File: src/rtl/exm_div_pkg.sv
// Shared types and constants for the execute/memory-stage divide sequencer.
// Latency constants describe the default 32-bit configuration.
package exm_div_pkg;

    localparam int XLEN_DEF  = 32;
    localparam int DIV_ITERS = XLEN_DEF;
    localparam int DIV_LAT   = DIV_ITERS + 3;
    localparam logic [XLEN_DEF-1:0] DIV0_QUO = {XLEN_DEF{1'b1}};

    typedef enum logic [2:0] {
        ST_IDLE = 3'd0,
        ST_PREP = 3'd1,
        ST_CALC = 3'd2,
        ST_FIX  = 3'd3,
        ST_DONE = 3'd4
    } div_state_e;

endpackage

File: src/rtl/div_restore_step.sv
// One combinational radix-2 restoring iteration on the {rem, quo} pair.
// The trial subtract is one bit wider so its MSB is the borrow/sign.
module div_restore_step #(
    parameter int XLEN = 32
) (
    input  logic [XLEN-1:0] rem_i,
    input  logic [XLEN-1:0] quo_i,
    input  logic [XLEN-1:0] div_i,
    output logic [XLEN-1:0] rem_o,
    output logic [XLEN-1:0] quo_o
);

    logic [XLEN:0] rem_sh_s;
    logic [XLEN:0] trial_s;

    // Shift, trial subtract, restore on borrow.
    always_comb begin
        rem_sh_s = {rem_i, quo_i[XLEN-1]};
        trial_s  = rem_sh_s - {1'b0, div_i};
        if (!trial_s[XLEN]) begin
            rem_o = trial_s[XLEN-1:0];
        end else begin
            rem_o = rem_sh_s[XLEN-1:0];
        end
        quo_o = {quo_i[XLEN-2:0], ~trial_s[XLEN]};
    end

endmodule

File: src/rtl/exm_div_sequencer.sv
// Multi-cycle signed/unsigned restoring divider: accept, prepare magnitudes,
// iterate XLEN times, apply sign fixup, hold result until consumed.
module exm_div_sequencer
    import exm_div_pkg::*;
#(
    parameter int XLEN  = XLEN_DEF,
    parameter int CNT_W = 6
) (
    input  logic            clk,
    input  logic            reset,
    input  logic            start_valid,
    output logic            start_ready,
    input  logic            is_unsigned,
    input  logic            use_mod,
    input  logic [XLEN-1:0] src1,
    input  logic [XLEN-1:0] src2,
    input  logic            flush,
    output logic            busy,
    output logic            out_valid,
    input  logic            out_ready,
    output logic [XLEN-1:0] result
);

    localparam logic [CNT_W-1:0] LAST_CNT = CNT_W'(XLEN - 1);
    localparam logic [XLEN-1:0]  DIV0_RES = {XLEN{1'b1}};

    div_state_e       state_q, state_d;
    logic [CNT_W-1:0] cnt_q, cnt_d;
    logic [XLEN-1:0]  src1_q, src1_d, src2_q, src2_d;
    logic [XLEN-1:0]  rem_q, rem_d, quo_q, quo_d;
    logic [XLEN-1:0]  result_q, result_d;
    logic             uns_q, uns_d, mod_q, mod_d;
    logic             q_neg_q, q_neg_d, r_neg_q, r_neg_d;

    logic             a_neg_s, b_neg_s;
    logic [XLEN-1:0]  a_mag_s, b_mag_s;
    logic [XLEN-1:0]  step_rem_s, step_quo_s;

    div_restore_step #(.XLEN(XLEN)) u_step (
        .rem_i (rem_q),
        .quo_i (quo_q),
        .div_i (src2_q),
        .rem_o (step_rem_s),
        .quo_o (step_quo_s)
    );

    // State and datapath registers.
    always_ff @(posedge clk) begin
        if (reset) begin
            state_q  <= ST_IDLE;
            cnt_q    <= '0;
            src1_q   <= '0;
            src2_q   <= '0;
            rem_q    <= '0;
            quo_q    <= '0;
            result_q <= '0;
            uns_q    <= 1'b0;
            mod_q    <= 1'b0;
            q_neg_q  <= 1'b0;
            r_neg_q  <= 1'b0;
        end else begin
            state_q  <= state_d;
            cnt_q    <= cnt_d;
            src1_q   <= src1_d;
            src2_q   <= src2_d;
            rem_q    <= rem_d;
            quo_q    <= quo_d;
            result_q <= result_d;
            uns_q    <= uns_d;
            mod_q    <= mod_d;
            q_neg_q  <= q_neg_d;
            r_neg_q  <= r_neg_d;
        end
    end

    // Next-state and datapath update; src2_q is reused to hold |divisor| after PREP.
    always_comb begin
        state_d  = state_q;
        cnt_d    = cnt_q;
        src1_d   = src1_q;
        src2_d   = src2_q;
        rem_d    = rem_q;
        quo_d    = quo_q;
        result_d = result_q;
        uns_d    = uns_q;
        mod_d    = mod_q;
        q_neg_d  = q_neg_q;
        r_neg_d  = r_neg_q;

        a_neg_s = !uns_q && src1_q[XLEN-1];
        b_neg_s = !uns_q && src2_q[XLEN-1];
        a_mag_s = a_neg_s ? -src1_q : src1_q;
        b_mag_s = b_neg_s ? -src2_q : src2_q;

        case (state_q)
            ST_IDLE: begin
                if (start_valid && !flush) begin
                    src1_d  = src1;
                    src2_d  = src2;
                    uns_d   = is_unsigned;
                    mod_d   = use_mod;
                    state_d = ST_PREP;
                end else begin
                    state_d = ST_IDLE;
                end
            end
            ST_PREP: begin
                q_neg_d = a_neg_s ^ b_neg_s;
                r_neg_d = a_neg_s;
                if (b_mag_s == '0) begin
                    result_d = mod_q ? src1_q : DIV0_RES;
                    state_d  = ST_DONE;
                end else begin
                    rem_d   = '0;
                    quo_d   = a_mag_s;
                    src2_d  = b_mag_s;
                    cnt_d   = '0;
                    state_d = ST_CALC;
                end
            end
            ST_CALC: begin
                rem_d = step_rem_s;
                quo_d = step_quo_s;
                cnt_d = cnt_q + CNT_W'(1);
                if (cnt_q == LAST_CNT) begin
                    state_d = ST_FIX;
                end else begin
                    state_d = ST_CALC;
                end
            end
            ST_FIX: begin
                if (mod_q) begin
                    result_d = r_neg_q ? -rem_q : rem_q;
                end else begin
                    result_d = q_neg_q ? -quo_q : quo_q;
                end
                state_d = ST_DONE;
            end
            ST_DONE: begin
                if (out_ready) begin
                    state_d = ST_IDLE;
                end else begin
                    state_d = ST_DONE;
                end
            end
            default: begin
                state_d = ST_IDLE;
            end
        endcase

        if (flush) begin
            state_d = ST_IDLE;
        end else begin
            state_d = state_d;
        end
    end

    assign start_ready = (state_q == ST_IDLE);
    assign busy        = (state_q != ST_IDLE);
    assign out_valid   = (state_q == ST_DONE);
    assign result      = result_q;

endmodule

File: config.mk
export PLATFORM = sky130hd
export DESIGN_NAME = exm_div_sequencer
export DESIGN_NICKNAME = d
export VERILOG_FILES = /design/src/rtl/exm_div_pkg.sv /design/src/rtl/div_restore_step.sv /design/src/rtl/exm_div_sequencer.sv
export SDC_FILE = /design/constraint.sdc
export NUM_CORES = 1
export LEC_CHECK = 0
export ABC_CLOCK_PERIOD_IN_PS = 9750
export CORE_MARGIN = 10
export CORE_UTILIZATION = 50
export DETAILED_ROUTE_END_ITERATION = 8
export HOLD_SLACK_MARGIN = 0.08
export PLACE_DENSITY = 0.7
export SYNTH_ARGS = -nofsm -noshare
export SYNTH_HDL_FRONTEND = slang
export SYNTH_SLANG_ARGS = --single-unit
File: constraint.sdc
create_clock -name clk -period 9.75 [get_ports clk]
set_clock_uncertainty 0.1 [all_clocks]
set_input_delay 2.925 -clock clk [delete_from_list [all_inputs] [get_ports clk]]
set_output_delay 2.925 -clock clk [all_outputs]
set_load 0.05 [all_outputs]
==> impl_metrics.yaml, run 1 <==
pwr:
  p_int_mw: 1.229
  power.leakage_nw: 5.410
  combinationalPowerShare: 0.219
  power_density_mw_per_mm2: 129.8
  clockPowerShare: 0.374
  power_switching_share: 0.3462
  switching_power_uw: 650.9
  peakVddDrop_v: 0.0001164
  seq_power_share: 0.407
synthesis:
  ys_ff_latch: 173
  synthTopCellsByArea: "dfxtp_1 27%, a21oi_1 6.2%, nand2_1 5.9%"
  synth_compound_area_frac: 0.2795
  syn_avg_cell_area_um2: 7.596
  synth_xor_area_frac: 0.08378
  yosys_warnings: 0
  synth_commonest_cells: "200 x nand2_1, 173 x dfxtp_1, 159 x a21oi_1"
  seq_area_frac_synth: 0.2719
  synthMostInstantiatedCell: "nand2_1"
  ys_async_sr_fraction: 0
  synth_top_area_cell: "dfxtp_1"
  postSynthCellCount: 1677
  synth_top_area_frac: 0.2719
  ys_types: 88
  synth_edf_count: 0
  syn_nets: 1786
  synthFlopType: "dfxtp_1"
  synthAdderAreaFrac: 0.03791
  syn_area_mm2: 0.01274
  synthSimpleGateAreaFrac: 0.2241
  synthMuxAreaShare: 0.04685
  synth_top_family_by_area: "compound AO/OA/AOI/OAI gates"
grt:
  grt-ovfl-total: 0
  grt_antenna_before_repair: 0
  grt_pass1_vias: 12340
  grt_max_degree: 85
  grt_pass1_wl_um: 69550
  track_usage: 0.2586
floorplanning:
  start_util: 0.5073
  num_io_pins: 106
  die_area_mm2: 0.03226
  die_x_um: 179.6
  core_mm2: 0.02511
  die_y_um: 179.6
  num_rows: 58
layout:
  n_antenna_cell: 0
  finish.cell_count_without_fillers: 2045
  nNetsFinal: 1811
  multi_input_area_mm2: 0.008606
  regArea_mm2: 0.003463
  drive_gt1_frac: 0.06006
  area_growth_pct: 13.74
  nFillCells: 2390
clocking:
  hold_buffers: 0
  cts_resized: 0
  clkSinkCount: 173
  path_clk_slew_ns: 0.07
  postCtsSetupRepairBufs: 0
  clk_latency_ns: 0.45
  cts_tree: "done"
  htreeDepth: 4
  cts.path.max_buffers: 2
  root_buffer: "clkbuf_16"
  cts_buffers: 17
setup_path:
  cpMaxStageDelayCell: "nor2_2"
  required_ns: 10.03
  end_kind: "flop"
  crit_fanout: 33
  worst_ep_arrival_time_ns: 5.55
  cpPeakStageDelay_ns: 1.17
  cp_common_cell: "buf_4"
  cp-start-kind: "input port"
  crit_chain: "buf_4 > clkinv_1 > buf_4 > nand2_1 > nor2_2 > a22o_1"
  critPathKind: "input port to flop"
sta:
  period_share: 0.5408
  min_period_ns: 5.273
  relSlewSlack: 0.1348
  timing.fmax_mhz: 189.7
  maxSlewViolCount: 0
  hold_viol_final: 0
  finalSetupViolCount: 0
  rsz0062_at_grt: "false"
  tightest_slew_ns: 1.296
  finalSetupTns_ns: 0
placement:
  dp.cells: 2013
  dp_hpwl_um: 31580
  port_buffers: 105
  gp_congestion: 0.9841
drt:
  drtPass1Iterations: 6
  routed_via_density: 6.538
  via_count: 13370
  ant_nets: 0
  totalWireLength_um: 43880
  drc: 0
  first_iter_violations: 1372
  wire_per_inst_um: 21.46
status:
  outcome: "finished clean"
flow_run:
  maxCapViolations: 0
min_path:
  hold_class: "flop to flop"
==> metrics by stage <==
step           worst slack, ns  instance area (µm²)  utilization  hold slack, ns  power (mW)
6_report                 4.477                14490       0.5770          0.3514       1.880
5_1_grt                  4.330                14490       0.5770          0.3760       1.949
4_1_cts                  4.523                14490       0.5770          0.3551       1.869
3_5_place_dp             4.128                13890       0.5531          0.3453       1.177
3_3_place_gp             4.173                13890       0.5531          0.3397       1.174
2_1_floorplan            5.082                12740            -          0.3363       1.052
==> layer usage <==
layer | GRT usage | wire [µm] | share of wire | vias to the layer above
met5 | 0 | 0 | 0 | -
met4 | 0.07939 | 972 | 0.022 | 0
met3 | 0.04096 | 3552 | 0.081 | 72
met2 | 0.4043 | 19790 | 0.45 | 650
met1 | 0.3565 | 19570 | 0.45 | 6418
li1 | - | - | - | 6230
==> placed cells by master (no fill, tap or decap), types with 26 or more instances in the layout <==
cell,count
nand2_1,200
dfxtp_1,173
a21oi_1,159
nor2_1,110
o21ai_0,108
clkdlybuf4s50_1,104
nor3_1,73
xor2_1,72
inv_1,56
mux2i_1,54
xnor2_1,48
nand3_1,42
ha_1,37
o31ai_1,30
o2bb2ai_1,27
or4_1,26
==> registers in the layout, summed over array words and instances, names as in the netlist, named ones only <==
register  count
r_neg_q       1
mod_q         1
result       32
cnt_q         6
q_neg_q       1
uns_q         1
src2_q       31
state_q       3
rem_q        32
src1_q       32
quo_q        32
==> worst paths after layout <==
| kind | from | end | slack, ns | cells past startpoint |
|---|---|---|---|---|
| max reg2reg | src2_q[17] | rem_q[0] | 4.68 | 10 |
| max | reset | rem_q[0] | 4.48 | 6 |
| min | result[5] | result[5] | 0.35 | 2 |
| min reg2reg | result[5] | result[5] | 0.35 | 2 |
==> layout make-up <==
cell class,count,area share
clock inverter,15,0.01218
timing repair buffer,124,0.08221
inverter,57,0.01477
multi-input combinational,1329,0.5940
sequential,173,0.2390
clock buffer,17,0.02936
tap,330,0.02850
==> power groups by stage <==
stage / logic, mW / registers, mW / clock network (mW)
finish: 0.412 / 0.766 / 0.702
global route: 0.447 / 0.768 / 0.734
CTS: 0.401 / 0.763 / 0.705
detailed placement: 0.397 / 0.780 / 0
global placement: 0.395 / 0.779 / 0
floorplan: 0.294 / 0.758 / 0
==> kinds of logic after synthesis <==
group                      Yosys count
AOI/OAI and AO/OA                  531
muxes                               59
DFF                                173
buffers and inverters              175
adders and majority gates           38
and+or+nand+nor                    580
xor gates and xnor gates           121
==> worst max-delay path: cells and delay by family <==
family	cells	cell delay [ns]
buf+inv	3	0.63
compound gates	1	0.29
simple gates	2	1.70
Power figures use the tool's default switching activity.
==> run 2: changes to the inputs <==
--- a/config.mk
+++ b/config.mk
@@ -5,12 +5,12 @@
 export SDC_FILE = /design/constraint.sdc
 export NUM_CORES = 1
 export LEC_CHECK = 0
-export ABC_CLOCK_PERIOD_IN_PS = 9750
+export ABC_CLOCK_PERIOD_IN_PS = 4800
 export CORE_MARGIN = 10
 export CORE_UTILIZATION = 50
 export DETAILED_ROUTE_END_ITERATION = 8
 export HOLD_SLACK_MARGIN = 0.08
-export PLACE_DENSITY = 0.7
+export PLACE_DENSITY = 0.73
 export SYNTH_ARGS = -nofsm -noshare
 export SYNTH_HDL_FRONTEND = slang
 export SYNTH_SLANG_ARGS = --single-unit
==> constraint.sdc (replaced) <==
create_clock -name clk -period 4.8 [get_ports clk]
set_clock_uncertainty 0.1 [all_clocks]
set_input_delay 1.44 -clock clk [delete_from_list [all_inputs] [get_ports clk]]
set_output_delay 1.44 -clock clk [all_outputs]
set_load 0.05 [all_outputs]
==> impl_metrics.yaml, run 2 (same netlist as run 1, synthesis figures left out) <==
setup_path:
  crit_chain: "nor4_1 > nand4_1 > or4_4 > o2111a_1 > nand4_1 > nor4_4 > a21oi_4 > buf_12 > nor3_1 > a2111oi_1"
  crit_fanout: 31
  worst_ep_arrival_time_ns: 4.49
  critPathKind: "flop to flop"
  cp_num_buf_inv: 1
  cp-start-kind: "flop"
  cp_common_cell: "nand4_1"
  cpPeakStageDelay_ns: 0.75
  end_kind: "flop"
  cp_top_family: "simple AND/OR/NAND/NOR gates"
  required_ns: 5.02
  cpMaxStageDelayCell: "nor4_1"
pwr:
  switching_power_mw: 1.349
  power_mw: 3.863
  power_density_mw_per_mm2: 262.5
  peakVddDrop_v: 0.0002059
  combinationalPowerShare: 0.232
  p_int_mw: 2.514
  power_switching_share: 0.3493
  seq_power_share: 0.402
  power.leakage_nw: 5.549
  clockPowerShare: 0.366
placement:
  dp_hpwl_um: 34740
  port_buffers: 105
  dpl_cell_area_mm2: 0.01414
  gp_congestion: 0.9750
  dp.cells: 2040
layout:
  area_growth_pct: 15.51
  n_antenna_cell: 0
  finish.utilization: 0.5860
  finish.cell_count_without_fillers: 2071
  drive_gt1_frac: 0.07410
  regArea_mm2: 0.003463
  final_cell_mix: "200 x nand2_1, 173 x dfxtp_1, 159 x a21oi_1, 110 x nor2_1, 108 x o21ai_0"
  nNetsFinal: 1838
  nFillCells: 2379
  multi_input_area_mm2: 0.008606
  finish.instance_area_mm2: 0.01471
  mostFrequentLayoutCell: "nand2_1"
drt:
  ant_nets: 0
  routed_via_density: 6.578
  first_iter_violations: 1658
  drtPass1Iterations: 6
  wire_per_inst_um: 22.52
  totalWireLength_um: 46650
  drc: 0
  via_count: 13620
clocking:
  clkSinkCount: 173
  root_buffer: "clkbuf_16"
  cts_resized: 0
  clk_latency_ns: 0.45
  hold_buffers: 0
  postCtsSetupRepairBufs: 0
  cts_buffers: 17
  cts.path.max_buffers: 2
  cts_tree: "done"
  path_clk_slew_ns: 0.08
  htreeDepth: 4
grt:
  grt_pass1_vias: 12660
  top_usage_layer: "met2"
  grt-ovfl-total: 0
  grt_antenna_before_repair: 0
  grt_pass1_wl_um: 73100
  met1_usage: 0.3803
  grt_max_degree: 63
  track_usage: 0.2748
  gr-usage-met2: 0.4249
  grt_use_met3: 0.05402
sta:
  min_period_ns: 4.275
  timing.fmax_mhz: 233.9
  maxSlewViolCount: 0
  tightest_slew_ns: 1.209
  finalSetupViolCount: 0
  period_share: 0.8907
  relSlewSlack: 0.1928
  rsz0062_at_grt: "false"
  finalSetupTns_ns: 0
  hold_viol_final: 0
floorplanning:
  core_mm2: 0.02511
  die_y_um: 179.6
  num_io_pins: 106
  die_area_mm2: 0.03226
  num_rows: 58
  start_util: 0.5073
  die_x_um: 179.6
status:
  outcome: "finished clean"
flow_run:
  maxCapViolations: 0
min_path:
  hold_class: "flop to flop"
## run 2: changes by cell type in the layout (fill, tap and decap cells not counted)
cell	delta
inv_12	-1
clkinv_4	+2
clkinv_2	-1
inv_6	-1
inv_8	+3
clkinv_8	-3
buf_4	+23
buf_12	+4
## run 2: cell type report
class	count	area share
Tap cell	330	0.02806
Sequential cell	173	0.2354
Multi-Input combinational cell	1329	0.5849
Inverter	57	0.01454
Timing Repair Buffer	151	0.09813
Clock inverter	14	0.01012
Clock buffer	17	0.02891
## run 2: path summary, 6_finish.rpt
check / cells past startpoint / endpoint / slack [ns] / startpoint
worst min register to register: 2 / result[11] / 0.35 / result[11]
worst min-delay path: 2 / result[11] / 0.35 / result[11]
worst max-delay path: 10 / quo_q[1] / 0.52 / src2_q[5]
worst max register to register: 10 / quo_q[1] / 0.52 / src2_q[5]
## run 2: power by group through the flow
stage	combinational, mW	clock, mW	sequential (mW)
after floorplan	0.596	0	1.54
after global placement	0.869	0	1.58
after detailed placement	0.864	0	1.58
after CTS	0.868	1.43	1.55
after global routing	0.962	1.48	1.56
final	0.895	1.42	1.55
## run 2: per-layer routing
layer | up-vias | wire [µm]
met4 | 0 | 1039
met3 | 84 | 4800
met1 | 6502 | 20590
met5 | - | 0
met2 | 743 | 20220
li1 | 6294 | -
## run 2: through the flow
stage	worst slack, ns	hold slack [ns]
floorplan	0.8342	0.3363
global placement	0.6191	0.3377
detailed placement	0.6712	0.3473
CTS	0.6365	0.3557
global route	0.4206	0.3830
finish	0.5247	0.3535
## run 2: worst register-to-register path, stage by stage (launching register included)
cell and delay (ns):
dfxtp_1 0.42, nor4_1 0.75, nand4_1 0.42, or4_4 0.56
o2111a_1 0.26, nand4_1 0.20, nor4_4 0.10, a21oi_4 0.57
buf_12 0.30, nor3_1 0.11, a2111oi_1 0.36
==> run 3: changes to the inputs <==
--- a/config.mk
+++ b/config.mk
@@ -7,10 +7,11 @@
 export LEC_CHECK = 0
 export ABC_CLOCK_PERIOD_IN_PS = 4800
 export CORE_MARGIN = 10
-export CORE_UTILIZATION = 50
+export CORE_UTILIZATION = 45
 export DETAILED_ROUTE_END_ITERATION = 8
+export GPL_TIMING_DRIVEN = 0
 export HOLD_SLACK_MARGIN = 0.08
-export PLACE_DENSITY = 0.73
+export PLACE_DENSITY = 0.67
 export SYNTH_ARGS = -nofsm -noshare
 export SYNTH_HDL_FRONTEND = slang
 export SYNTH_SLANG_ARGS = --single-unit
==> impl_metrics.yaml, run 3 (same netlist as run 1, synthesis figures left out) <==
grt:
  grt_max_degree: 17
  grt_antenna_before_repair: 0
  grt-ovfl-total: 0
  grt_pass1_vias: 13120
  grt_pass1_wl_um: 81120
  track_usage: 0.2932
layout:
  finish.instance_area_mm2: 0.01486
  final_cell_mix: "200 x nand2_1, 173 x dfxtp_1, 159 x a21oi_1, 112 x nor2_1, 107 x o21ai_0"
  n_antenna_cell: 0
  drive_gt1_frac: 0.05577
  finish.cell_count_without_fillers: 2189
  nNetsFinal: 1907
  area_growth_pct: 16.66
  finish.utilization: 0.5334
  mostFrequentLayoutCell: "nand2_1"
sta:
  rsz0062_at_grt: "false"
  min_period_ns: 4.721
  timing.fmax_mhz: 211.8
  hold_viol_final: 0
  tightest_slew_ns: 1.281
  finalSetupViolCount: 0
  hold_ws_ns: 0.3511
  relSlewSlack: 0.1427
  period_share: 0.9835
  maxSlewViolCount: 0
drt:
  wire_per_inst_um: 24.61
  via_count: 13980
  first_iter_violations: 1692
  drc: 0
  drtPass1Iterations: 6
  totalWireLength_um: 53860
  routed_via_density: 6.387
  ant_nets: 0
floorplanning:
  num_io_pins: 106
  start_util: 0.4573
  die_area_mm2: 0.03544
  die_x_um: 188.3
  core_mm2: 0.02786
  num_rows: 61
  die_y_um: 188.3
min_path:
  hold_class: "flop to flop"
flow_run:
  maxCapViolations: 0
placement:
  gp_congestion: 1.020
  dpl_cell_area_mm2: 0.01425
  port_buffers: 104
  dp_hpwl_um: 41790
  dp.cells: 2159
setup_path:
  worst_ep_arrival_time_ns: 4.99
  critPathKind: "flop to flop"
  cp-start-kind: "flop"
  crit_fanout: 10
  end_kind: "flop"
  required_ns: 5.07
pwr:
  power.leakage_nw: 5.514
  power_mw: 3.900
  seq_power_share: 0.393
  clockPowerShare: 0.366
  peakVddDrop_v: 0.0002447
  power_switching_share: 0.3465
  p_int_mw: 2.549
  switching_power_mw: 1.351
  power_density_mw_per_mm2: 262.5
  combinationalPowerShare: 0.241
clocking:
  path_clk_slew_ns: 0.08
  cts.path.max_buffers: 2
  hold_buffers: 0
  root_buffer: "clkbuf_16"
  htreeDepth: 4
  clk_latency_ns: 0.46
  clkSinkCount: 173
  cts_tree: "done"
  cts_buffers: 17
status:
  outcome: "finished clean"
## run 3: cell types whose count changed in the layout (fill, tap and decap cells not counted), moves of 3 or more
cell and delta:
inv_8 -3, buf_4 -40, buf_6 +4, buf_2 +10, clkinv_2 +3, buf_12 -4
clkbuf_1 +88, buf_1 +6, clkbuf_2 +4
## run 3: layer usage
| metal | vias to the layer above | global-route usage | wire length, µm |
|---|---|---|---|
| met1 | 6686 | 0.4148 | 24370 |
| met2 | 751 | 0.4338 | 22900 |
| met3 | 113 | 0.05133 | 4815 |
| met4 | 0 | 0.1083 | 1769 |
| met5 | - | 0 | 0 |
| li1 | 6432 | - | - |
## run 3: metrics by stage
step | TNS (ns) | setup slack (ns)
after floorplan | 0 | 0.8342
after detailed placement | -6.849 | -0.3455
final | 0 | 0.07938
after CTS | 0 | 0.09282
after global placement | -9.265 | -0.3117
after global routing | 0 | 0.01539
## run 3: worst max-delay path, stage by stage, from the launching register on
cell,delay [ns]
dfxtp_1,0.31
clkbuf_1,0.24
nor4_1,0.79
nand4_1,0.51
nor2_1,0.42
a21oi_1,0.16
xnor2_1,0.23
nor4_4,0.68
a31oi_2,0.31
buf_6,0.24
buf_6,0.16
a211o_1,0.31
a21oi_2,0.15
## run 3: timing repair
| item | 4_1_cts | 5_1_grt |
|---|---|---|
| buffers inserted | 0 | 0 |
| endpoints found under the setup margin | 37 | 27 |
| gates cloned | 0 | 0 |
| gates resized for setup | 5 | 10 |
## run 3: cell type report
class | count | area [µm²]
clock inverter | 13 | 127.6
buffer | 116 | 501.7
multi-input combinational | 1329 | 8597
clock buffer | 19 | 442.9
inverter | 57 | 214.0
tap | 378 | 473.0
sequential | 173 | 3463
timing repair buffer | 104 | 1041
fill | 2715 | 13000
## run 3: worst paths after layout
| check | startpoint | depth (start not counted) | end | slack [ns] |
|---|---|---|---|---|
| worst min-delay path | result[10] | 2 | result[10] | 0.35 |
| worst max register to register | src2_q[5] | 12 | result[17] | 0.08 |
| worst min register to register | result[10] | 2 | result[10] | 0.35 |
| worst max-delay path | src2_q[5] | 12 | result[17] | 0.08 |
## run 3: power groups by stage
stage / Clock [mW] / Sequential [mW] / Combinational [mW]
2_1_floorplan: 0 / 1.54 / 0.596
3_3_place_gp: 0 / 1.56 / 0.905
3_5_place_dp: 0 / 1.56 / 0.902
4_1_cts: 1.42 / 1.53 / 0.909
5_1_grt: 1.48 / 1.54 / 1.00
6_report: 1.43 / 1.53 / 0.939
